[config.mk]
export PLATFORM = sky130hd
export DESIGN_NAME = dkong_sound_cmd
export DESIGN_NICKNAME = d
export VERILOG_FILES = /design/src/rtl/dkong_sound_cmd.sv
export SDC_FILE = /design/constraint.sdc
export NUM_CORES = 1
export LEC_CHECK = 0
export CELL_PAD_IN_SITES_DETAIL_PLACEMENT = 0
export CELL_PAD_IN_SITES_GLOBAL_PLACEMENT = 1
export CORE_ASPECT_RATIO = 1.1
export CORE_MARGIN = 1.5
export CORE_UTILIZATION = 40
export CTS_CLUSTER_DIAMETER = 120
export DETAILED_ROUTE_END_ITERATION = 16
export PLACE_DENSITY_LB_ADDON = 0.1
export SETUP_SLACK_MARGIN = 0.2
export SYNTH_ARGS = -nofsm -noshare
export SYNTH_HDL_FRONTEND = slang
export SYNTH_SLANG_ARGS = --single-unit
[constraint.sdc]
create_clock -name W_CLK_24576M -period 2.46 [get_ports W_CLK_24576M]
set_input_delay 0.615 -clock W_CLK_24576M [delete_from_list [all_inputs] [get_ports W_CLK_24576M]]
set_output_delay 0.615 -clock W_CLK_24576M [all_outputs]
set_load 0.1 [all_outputs]
[src/rtl/dkong_sound_cmd.sv]
// Main-CPU side of the Donkey Kong sound-board command interface: latches 6H/4H, queues 3D codes, runs the 5H/SACK handshake.
// Define SNDCMD_FIFO_EN to queue codes in a FIFO_DEPTH-deep FIFO; otherwise a single latest-wins holding register is used.
module dkong_sound_cmd #(
   parameter int REQ_TIMEOUT = 24576,
   parameter int GAP_CYCLES  = 256,
   parameter int FIFO_DEPTH  = 4
) (
   input  logic       W_CLK_24576M,
   input  logic       W_RESETn,
   input  logic       I_DKJR,
   input  logic       I_CPU_WE,
   input  logic [3:0] I_CPU_A,
   input  logic [7:0] I_CPU_D,
   output logic [7:0] O_CPU_D,
   input  logic       I_SACK,
   output logic [6:0] O_6H_Q,
   output logic       O_5H_Q0,
   output logic [1:0] O_4H_Q,
   output logic [4:0] O_3D_Q,
   output logic       O_BUSY,
   output logic [1:0] O_DBG_STATE
);

   typedef enum logic [1:0] {ST_IDLE = 2'd0, ST_LOAD = 2'd1, ST_REQ = 2'd2, ST_GAP = 2'd3} state_t;

   localparam int TMAX = (REQ_TIMEOUT > GAP_CYCLES) ? REQ_TIMEOUT : GAP_CYCLES;
   localparam int TW   = $clog2(TMAX);
   localparam int CW   = $clog2(FIFO_DEPTH + 1);
   localparam logic [TW-1:0] REQ_LAST = TW'(REQ_TIMEOUT - 1);
   localparam logic [TW-1:0] GAP_LAST = TW'(GAP_CYCLES - 1);

   state_t          r_state, w_next_state;
   logic [TW-1:0]   r_timer;
   logic            w_timer_clr, w_timer_inc;
   logic            r_sack_s1, r_sack_s2, r_sack_prev;
   logic            w_sack_rise;
   logic [6:0]      r_6h;
   logic [1:0]      r_4h;
   logic [4:0]      r_3d;
   logic            w_flush, w_push, w_pop, w_empty;
   logic [4:0]      w_push_code, w_head;
   logic [CW-1:0]   w_cnt;
   logic [7:0]      w_cnt8;
   logic            w_unused_d;

   assign w_unused_d  = ^I_CPU_D[7:5];
   assign w_push_code = I_DKJR ? I_CPU_D[4:0] : {1'b0, I_CPU_D[3:0]};
   assign w_flush     = I_CPU_WE && (I_CPU_A == 4'hF) && I_CPU_D[0];
   assign w_push      = I_CPU_WE && (I_CPU_A == 4'h0) && !w_flush;
   assign w_pop       = (r_state == ST_LOAD) && !w_flush && !w_empty;
   assign w_sack_rise = r_sack_s2 & ~r_sack_prev;

   always_ff @(posedge W_CLK_24576M or negedge W_RESETn) begin
      if (!W_RESETn) begin
         r_sack_s1   <= 1'b0;
         r_sack_s2   <= 1'b0;
         r_sack_prev <= 1'b0;
      end else begin
         r_sack_s1   <= I_SACK;
         r_sack_s2   <= r_sack_s1;
         r_sack_prev <= r_sack_s2;
      end
   end

   // 6H behaves like a 74LS259: address picks the bit, D[0] is the value.
   always_ff @(posedge W_CLK_24576M or negedge W_RESETn) begin
      if (!W_RESETn) begin
         r_6h <= 7'd0;
         r_4h <= 2'd0;
      end else if (I_CPU_WE) begin
         if (I_CPU_A[3] && (I_CPU_A[2:0] != 3'b111))
            r_6h[I_CPU_A[2:0]] <= I_CPU_D[0];
         if ((I_CPU_A == 4'h2) && I_DKJR)
            r_4h <= I_CPU_D[1:0];
      end
   end

`ifdef SNDCMD_FIFO_EN
   localparam int PW = $clog2(FIFO_DEPTH);
   logic [4:0]    r_mem [FIFO_DEPTH];
   logic [PW-1:0] r_wr_ptr, r_rd_ptr;
   logic [CW-1:0] r_count;
   logic          w_full, w_wr_en;

   assign w_full  = (r_count == CW'(FIFO_DEPTH));
   assign w_wr_en = w_push && (!w_full || w_pop);
   assign w_empty = (r_count == '0);
   assign w_head  = r_mem[r_rd_ptr];
   assign w_cnt   = r_count;

   always_ff @(posedge W_CLK_24576M) begin
      if (w_wr_en)
         r_mem[r_wr_ptr] <= w_push_code;
   end

   always_ff @(posedge W_CLK_24576M or negedge W_RESETn) begin
      if (!W_RESETn) begin
         r_wr_ptr <= '0;
         r_rd_ptr <= '0;
         r_count  <= '0;
      end else if (w_flush) begin
         r_wr_ptr <= '0;
         r_rd_ptr <= '0;
         r_count  <= '0;
      end else begin
         if (w_wr_en) r_wr_ptr <= r_wr_ptr + 1'b1;
         if (w_pop)   r_rd_ptr <= r_rd_ptr + 1'b1;
         case ({w_wr_en, w_pop})
            2'b10:   r_count <= r_count + CW'(1);
            2'b01:   r_count <= r_count - CW'(1);
            default: r_count <= r_count;
         endcase
      end
   end
`else
   logic [4:0] r_hold_code;
   logic       r_hold_valid;

   assign w_empty = !r_hold_valid;
   assign w_head  = r_hold_code;
   assign w_cnt   = CW'(r_hold_valid);

   // A push in the LOAD cycle re-arms the holder with the newer code.
   always_ff @(posedge W_CLK_24576M or negedge W_RESETn) begin
      if (!W_RESETn) begin
         r_hold_code  <= 5'd0;
         r_hold_valid <= 1'b0;
      end else if (w_flush) begin
         r_hold_valid <= 1'b0;
      end else if (w_push) begin
         r_hold_code  <= w_push_code;
         r_hold_valid <= 1'b1;
      end else if (w_pop) begin
         r_hold_valid <= 1'b0;
      end
   end
`endif

   always_comb begin
      w_next_state = r_state;
      w_timer_clr  = 1'b0;
      w_timer_inc  = 1'b0;
      case (r_state)
         ST_IDLE: if (!w_empty) w_next_state = ST_LOAD;
         ST_LOAD: w_next_state = ST_REQ;
         ST_REQ: begin
            if (w_sack_rise || (r_timer == REQ_LAST)) begin
               w_next_state = ST_GAP;
               w_timer_clr  = 1'b1;
            end else begin
               w_timer_inc  = 1'b1;
            end
         end
         ST_GAP: begin
            if (r_timer == GAP_LAST) begin
               w_next_state = ST_IDLE;
               w_timer_clr  = 1'b1;
            end else begin
               w_timer_inc  = 1'b1;
            end
         end
         default: w_next_state = ST_IDLE;
      endcase
      if (w_flush) begin
         w_next_state = ST_IDLE;
         w_timer_clr  = 1'b1;
         w_timer_inc  = 1'b0;
      end
   end

   always_ff @(posedge W_CLK_24576M or negedge W_RESETn) begin
      if (!W_RESETn) begin
         r_state <= ST_IDLE;
         r_timer <= '0;
         r_3d    <= 5'd0;
      end else begin
         r_state <= w_next_state;
         if (w_timer_clr)      r_timer <= '0;
         else if (w_timer_inc) r_timer <= r_timer + 1'b1;
         if (w_pop)            r_3d    <= w_head;
      end
   end

   assign w_cnt8      = 8'(w_cnt);
   assign O_6H_Q      = r_6h;
   assign O_4H_Q      = r_4h;
   assign O_3D_Q      = r_3d;
   assign O_5H_Q0     = (r_state == ST_REQ);
   assign O_BUSY      = (r_state != ST_IDLE) || (w_cnt != '0);
   assign O_DBG_STATE = r_state;
   assign O_CPU_D     = (I_CPU_A == 4'h0) ?
                        {O_BUSY, w_cnt8[2:0], r_sack_s2, O_5H_Q0, 2'b00} : 8'h00;

endmodule
==> out/qor.yml, run 1 <==
setup_ws_ns: 0.280
worst_hold_path_type: "input pin to async pin"
swShare: 0.487
synth_cells: 212
coreArea_sq_mm: 0.00540
finalHoldViolations: 0
holdWs_ns: 0.313
synth_edf_count: 0
ys_ff_latch: 40
grt_pass1_wl_um: 8250
cts_max_path_buffers: 2
yosysMostFrequentCell: "dfrtp_1"
p_per_area_mw_per_mm2: 1060
first_pass_iters: 4
dieArea_sq_mm: 0.00604
p_clk_frac: 0.182
async_flop_share: 1.00
netlist.area_leader.share: 0.448
syn_area_sq_mm: 0.00223
fin_crit_ns: 2.18
die_y_um: 81.4
cp.required_ns: 1.85
power.net_switching_uw: 1510
pwr-share-comb: 0.521
power_frac_seq: 0.296
cts_setup_buffers: 0
avgRoutedWirePerCell_um: 14.2
numCtsBuffers: 5
drc_errors: 0
vias: 1757
dp_hpwl_um: 3470
ant_nets: 0
clock_sinks: 40
ys_top_cells_by_area: "dfrtp_1, mux2_2, mux2i_1, nand3_1, nand3b_1"
io_buffers: 35
gp_congestion: 0.783
die_x_um: 74.2
slew_violations: 0
setup_violations: 0
yosys.area.top_type: "dfrtp_1"
cpPeakStageDelay_ns: 0.23
placementRows: 28
r2r-end: "r_timer[9]"
grt_max_degree: 28
end_kind: "primary output"
syn_avg_cell_area_sq_um: 10.5
max_slew_margin: 0.596
nNetsFinal: 287
final_area_sq_mm: 0.00294
leakagePower_uw: 0.00132
max_slew.worst_pin.slew_ns: 0.606
final_core_util: 0.544
area.growth.synth_to_final_pct: 31.4
synth_common_cells: "dfrtp_1, nand3_1, mux2i_1, nand2_1, mux2_2"
hold_buffers: 0
rsz0062_at_grt: "false"
ys_seq_area_frac: 0.448
critPathKind: "input pin to primary output"
reg2reg_from: "O_DBG_STATE[0]"
yosys.cell_types.count: 39
num_antenna_cells: 0
insertion_delay_ns: 0.30
status: "complete, no violations"
pin_count: 43
reg2regPathDepth: 7
critical_path.max_fanout: 4
crit_buf_inv: 3
irDropWorstVdd_uv: 689
arrival_ns: 1.57
cts_tree: "yes"
ys_warn_count: 0
r2r_slack_ns: 0.39
vias_per_cell: 5.17
place_area_sq_mm: 0.00282
clock.fmax_mhz: 459
final.period_utilization: 0.886
clk_pin_slew_worst_paths_ns: 0.09
place_ws_ns: -0.0628
finalClockSkew_ns: 0.00833
cts_root_buf: "clkbuf_8"
intPower_uw: 1600
initial_utilization: 0.414
grt-ovfl-total: 0
maxCapViolations: 0
final_layout_size_suffix_gt1_frac: 0.343
first_global_vias: 1775
crit_chain: "clkdlybuf4s15_1 -> nor4_2 -> buf_4 -> and2_4 -> buf_12"
slowest_stage: "nor4_2"
synth_ff_type: "dfrtp_1"
totalWireLength_um: 4830
cts.htree.levels: 2
critPathTopFamily: "buffers and inverters"
drt-initial-drc-count: 55
antenna_found_initial: 0
start_kind: "input pin"
track_usage: 0.179
-- power by group through the flow --
stage / Clock [uW] / Combinational (uW) / Sequential [uW]
finish: 566 / 1620 / 922
detailed placement: 0 / 1630 / 934
CTS: 582 / 1630 / 922
floorplan: 0 / 691 / 1460
global route: 609 / 1720 / 947
global placement: 0 / 1620 / 935
-- area by class of cell --
cell class / instances / area (sq um)
Clock inverter: 3 / 46.3
Tap cell: 75 / 93.8
Fill cell: 526 / 2460
Clock buffer: 5 / 68.8
Timing Repair Buffer: 54 / 522
Multi-Input combinational cell: 155 / 1170
Inverter: 8 / 30.0
Sequential cell: 40 / 1010
-- layer usage --
metal	wire length, um	track usage	up-vias
met4	60	0.0564	0
li1	-	-	861
met1	2190	0.216	869
met2	2460	0.313	21
met5	0	0	-
met3	116	0.0397	6
-- worst max path at each step --
stage | to | cells after the start | from | slack, ns
2_1_floorplan | O_CPU_D[2] | 3 | O_DBG_STATE[0] | 0.18
3_3_place_gp | O_CPU_D[3] | 5 | I_CPU_A[0] | -0.05
3_5_place_dp | O_CPU_D[2] | 5 | I_CPU_A[2] | -0.06
4_1_cts | O_CPU_D[2] | 5 | I_CPU_A[1] | 0.23
5_1_grt | O_CPU_D[7] | 5 | O_DBG_STATE[1] | 0.22
6_report | O_CPU_D[4] | 5 | I_CPU_A[2] | 0.28
-- state kept, by name, indices dropped and copies added, names as in the netlist --
| name | count |
|---|---|
| r_timer | 15 |
| O_6H_Q | 7 |
| O_3D_Q | 5 |
| r_hold_code | 5 |
| O_4H_Q | 2 |
| O_DBG_STATE | 2 |
| r_hold_valid | 1 |
| r_sack_prev | 1 |
| r_sack_s1 | 1 |
| r_sack_s2 | 1 |
-- kinds of logic after synthesis --
group	count (synthesis)	synth area share
AOI/OAI and AO/OA	32	0.103
adders and majority gates	6	0.0336
buffers and inverters	20	0.0555
DFF	40	0.448
muxes	29	0.138
other	1	0.00168
and+or+nand+nor	84	0.221
-- placed cells by master, fill, tap and decap left out, types with 3 or more instances in the layout --
cell and instances:
a211oi_1 3, a21oi_2 5, and2_4 4, buf_12 8
buf_4 33, clkbuf_8 5, clkdlybuf4s50_1 8, conb_1 4
dfrtp_1 38, ha_1 5, inv_1 7, mux2_2 14
mux2i_1 15, nand2_1 15, nand3_1 25, nand3b_1 12
nor2_1 4, nor3_1 7, o21ai_0 10
-- stage by stage --
| stage | TNS [ns] | instances | total power (uW) |
|---|---|---|---|
| global route | 0 | 340 | 3280 |
| detailed placement | -0.214 | 332 | 2560 |
| CTS | 0 | 340 | 3140 |
| finish | 0 | 340 | 3110 |
| floorplan | 0 | 215 | 2150 |
| global placement | -0.152 | 332 | 2560 |
-- what timing repair did --
action	4_1_cts	5_1_grt
resized for setup	10	3
pin swaps	1	1
setup endpoints to repair	4	4
cloned	0	0
Power figures use the tool's default switching activity.
==> run 2: changes to the inputs <==
Settings changed: SETUP_SLACK_MARGIN 0.2 to 0.4.
==> run 2 against run 1 <==
Combinational power rose by 9%. Non-clock buffer count is 11 higher. Wire length grew 3.1%. Die area unchanged. Clock skew fell by 0.0060 ns. Largest power group unchanged. Flip-flop and latch count is the same. Sequential power decreased by 0.5%. Setup slack better by 0.11 ns. Final area increased by 5.4%.
==> out/qor.yml, run 2 (same netlist as run 1, synthesis figures left out) <==
status: "complete, no violations"
p_per_area_mw_per_mm2: 1040
finalHoldViolations: 0
grt_pass1_wl_um: 8090
placementRows: 28
whs_endpoint: "r_sack_s2"
clk_pin_slew_worst_paths_ns: 0.08
r2r_slack_ns: 0.47
io_buffers: 35
cts.htree.levels: 2
track_usage: 0.178
crit_chain: "buf_8 -> nor4_4 -> buf_4 -> and2_4 -> buf_12"
numCtsBuffers: 5
dieArea_sq_mm: 0.00604
clock_sinks: 40
end_kind: "primary output"
final_layout_size_suffix_gt1_frac: 0.406
die_y_um: 81.4
max_slew_margin: 0.652
hold_buffers: 0
r2r-end: "r_timer[9]"
fillers: 507
slew_violations: 0
pin_count: 43
first_pass_iters: 4
start_kind: "input pin"
cts_max_path_buffers: 2
cts_tree: "yes"
drt-initial-drc-count: 96
cp.required_ns: 1.85
rsz0062_at_grt: "true"
maxCapViolations: 0
largest_register_ffs: 15
ant_nets: 0
vias_per_cell: 5.03
die_x_um: 74.2
grt_max_degree: 41
final.period_utilization: 0.842
holdWs_ns: 0.358
top_register: "r_timer"
leakagePower_uw: 0.00140
final_cell_mix: "buf_4, dfrtp_1, nand3_1"
reg2reg_from: "r_timer[8]"
initial_utilization: 0.414
worst_hold_path_type: "register to register"
clock.fmax_mhz: 483
avgRoutedWirePerCell_um: 14.2
first_global_vias: 1676
coreArea_sq_mm: 0.00540
drc_errors: 0
nNetsFinal: 298
grt-ovfl-total: 0
fin_crit_ns: 2.07
timing.setup.tns_ns: 0
layout_commonest_cell: "buf_4"
dp_hpwl_um: 3440
cpPeakStageDelay_ns: 0.26
arrival_ns: 1.46
insertion_delay_ns: 0.30
finalClockSkew_ns: 0.00237
irDropWorstVdd_uv: 774
setup_violations: 0
reg2regPathDepth: 6
cts_root_buf: "clkbuf_8"
critical_path.max_fanout: 4
antenna_found_initial: 0
worstHoldStart: "r_sack_s1"
whs_path_depth: 0
critPathKind: "input pin to primary output"
num_antenna_cells: 0
max_slew.worst_pin.slew_ns: 0.522
gp_congestion: 0.720
area.growth.synth_to_final_pct: 38.5
slowest_stage: "nor4_4"
totalWireLength_um: 4980
vias: 1766
-- run 2: changes by cell type in the layout (fill, tap and decap cells not counted), moves of 2 or more --
cell / change
buf_4: +7
buf_6: +7
buf_12: -2
buf_2: +2
clkbuf_2: -2
clkdlybuf4s50_1: -2
clkinv_4: +2
dlymetal6s2s_1: +2
ha_1: -2
inv_4: +2
nand3_1: -2
nand3_2: +2
-- run 2: what timing repair did --
action / 4_1_cts / 5_1_grt
setup buffers: 4 / 5
gates resized for setup: 22 / 17
setup endpoints to repair: 24 / 22
cloned: 0 / 2
pin swaps: 1 / 1
-- run 2: worst max-delay path, delay by kind of cell --
family / cells / cell delay, ns
buffers and inverters: 3 / 0.42
AND/OR/NAND/NOR: 2 / 0.41
-- run 2: how the worst max path moves through the flow --
stage               slack, ns  cells after the start      startpoint     endpoint
detailed placement      -0.05                      5      I_CPU_A[0]   O_CPU_D[4]
CTS                      0.38                      5      I_CPU_A[2]   O_CPU_D[4]
floorplan                0.31                      4  O_DBG_STATE[0]   O_CPU_D[7]
global placement        -0.05                      5      I_CPU_A[0]   O_CPU_D[4]
global route             0.36                      8      r_timer[0]  r_timer[13]
finish                   0.39                      5      I_CPU_A[2]   O_CPU_D[4]
-- run 2: cell type report --
class	instances	area, sq um	area share
Multi-Input combinational cell	155	1230	0.396
Sequential cell	40	1010	0.326
Timing Repair Buffer	65	614	0.199
Tap cell	75	93.8	0.0303
Clock buffer	5	68.8	0.0222
Clock inverter	3	47.5	0.0154
Inverter	8	35.0	0.0113
-- run 2: power breakdown --
| group | internal [uW] | total, uW | leakage, uW | switching, uW |
|---|---|---|---|---|
| Clock | 306 | 557 | 0.0000583 | 252 |
| Combinational | 568 | 1760 | 0.000825 | 1190 |
| Sequential | 805 | 917 | 0.000515 | 112 |
-- run 2: through the flow --
stage                     setup WS [ns]  total power [uW]  area (sq um)  cells  utilization
final                             0.389              3230          3090    351        0.574
after global placement          -0.0500              2580          2830    332        0.525
after floorplan                   0.305              2190          2330    215            -
after global routing              0.359              3400          3090    351        0.574
after CTS                         0.379              3200          2980    344        0.553
after detailed placement        -0.0524              2590          2830    332        0.525
-- run 2: metal layers --
layer  up-vias  global-route usage  part of all wire
li1        886                   -                 -
met1       845               0.215              0.43
met2        27               0.307              0.52
met3         8              0.0434             0.033
met4         0              0.0600             0.019
met5         -                   0                 0
==> run 3: changes to the inputs <==
Settings changed: CORE_UTILIZATION 40 to 36.
Clock period 2.46 ns to 1.9 ns, I/O delays scaled along.
==> run 3 against run 2 <==
The run now ends with negative setup slack left. Total power increased by 50%. Count of clock-buffer cells in the layout increased by 1. Setup slack got worse by 0.39 ns. Final cell count increased by 7.4%. Clock skew increased by 0.0012 ns. Critical endpoint is now O_CPU_D[2].
==> out/qor.yml, run 3 (same netlist as run 1, synthesis figures left out) <==
clock_sinks: 40
io_buffers: 35
critPathKind: "register to primary output"
end_kind: "primary output"
critical_path.max_fanout: 4
reg2regPathDepth: 9
cts_tree: "yes"
coreArea_sq_mm: 0.00588
r2r_slack_ns: 0.03
clk_pin_slew_worst_paths_ns: 0.08
placementRows: 29
cts_max_path_buffers: 2
top_register: "r_timer"
grt-ovfl-total: 0
fillers: 507
place_inst: 348
avgRoutedWirePerCell_um: 15.9
num_antenna_cells: 0
insertion_delay_ns: 0.30
slew_violations: 0
start_kind: "register"
track_usage: 0.188
cts.htree.levels: 2
rsz0062_at_grt: "true"
layout_commonest_cell: "buf_4"
max_slew.worst_pin.slew_ns: 0.522
finalClockSkew_ns: 0.00361
largest_register_ffs: 15
pin_count: 43
final_layout_size_suffix_gt1_frac: 0.527
drc_errors: 0
critPathLaunch: "O_DBG_STATE[0]"
first_global_vias: 2015
fin_crit_ns: 1.90
numCtsBuffers: 5
violations: "negative setup slack"
leakagePower_uw: 0.00161
area.growth.synth_to_final_pct: 65.1
arrival_ns: 1.43
drt-initial-drc-count: 70
r2r-end: "r_timer[12]"
cts_root_buf: "clkbuf_8"
final_core_util: 0.627
die_x_um: 78.1
totalWireLength_um: 5990
final_cells: 377
status: "complete, but fails checks"
clock.fmax_mhz: 525
first_pass_iters: 4
cp.required_ns: 1.42
final.period_utilization: 1.00
initial_utilization: 0.380
maxCapViolations: 0
setup_ws_ns: -0.00477
max_slew_margin: 0.652
grt_max_degree: 23
antenna_found_initial: 0
setup_violations: 1
reg2reg_from: "O_DBG_STATE[1]"
ant_nets: 0
dp_hpwl_um: 3920
finalHoldViolations: 0
dieArea_sq_mm: 0.00669
p_per_area_mw_per_mm2: 1310
nNetsFinal: 323
worst_hold_path_type: "input pin to async pin"
die_y_um: 85.6
vias: 1943
vias_per_cell: 5.15
irDropWorstVdd_uv: 885
final_cell_mix: "buf_4, dfrtp_1, buf_12"
gp_congestion: 0.789
grt_pass1_wl_um: 9720
[run 3: per-layer routing]
metal | track usage | routed length, um
met2 | 0.338 | 3240
met5 | 0 | 0
met3 | 0.0415 | 198
met4 | 0.0536 | 63
met1 | 0.225 | 2500
[run 3: what timing repair did]
action                     CTS  global route
pin swaps                   17            10
gates resized for setup     50            13
hold buffers                 0             0
setup endpoints to repair   44            31
cloned                       1             2
setup buffers               17             2
[run 3: power by group]
part           switching (uW)  internal [uW]  leakage (uW)
Sequential                202           1040      0.000515
Clock                     301            250     0.0000410
Combinational            1740           1310       0.00105
Total                    2250           2600       0.00161
[run 3: worst max path at each step]
stage	endpoint	slack, ns	depth (start not counted)
after floorplan	r_timer[11]	-0.17	6
after global placement	O_CPU_D[7]	-0.36	4
after detailed placement	O_CPU_D[7]	-0.38	4
after CTS	O_CPU_D[2]	-0.0006	5
after global routing	r_timer[3]	-0.09	9
final	O_CPU_D[2]	-0.005	5
[run 3: critical path, cell delays in order (launching register included)]
cell     delay (ns)
dfrtp_4        0.50
inv_6          0.09
ha_4           0.13
buf_6          0.11
and2_4         0.14
buf_12         0.16
[run 3: metrics by stage]
| stage | instance area [sq um] | hold WS (ns) | setup slack, ns | TNS [ns] | total power [uW] |
|---|---|---|---|---|---|
| finish | 3690 | 0.143 | -0.00477 | -0.00477 | 4850 |
| global route | 3690 | 0.169 | -0.0876 | -0.887 | 5090 |
| CTS | 3610 | 0.162 | -0.000615 | -0.000615 | 4730 |
| detailed placement | 3230 | 0.353 | -0.378 | -10.70 | 3780 |
| global placement | 3230 | 0.338 | -0.365 | -10.40 | 3760 |
| floorplan | 2440 | 0.179 | -0.166 | -1.53 | 2910 |
[run 3: final cells by class]
class,count,area (sq um),share of cell area
Clock buffer,6,72.6,0.0197
Clock inverter,1,5.00,0.00136
Inverter,8,40.0,0.0109
Multi-Input combinational cell,156,1440,0.390
Sequential cell,40,1010,0.273
Tap cell,77,96.3,0.0261
Timing Repair Buffer,89,1030,0.279
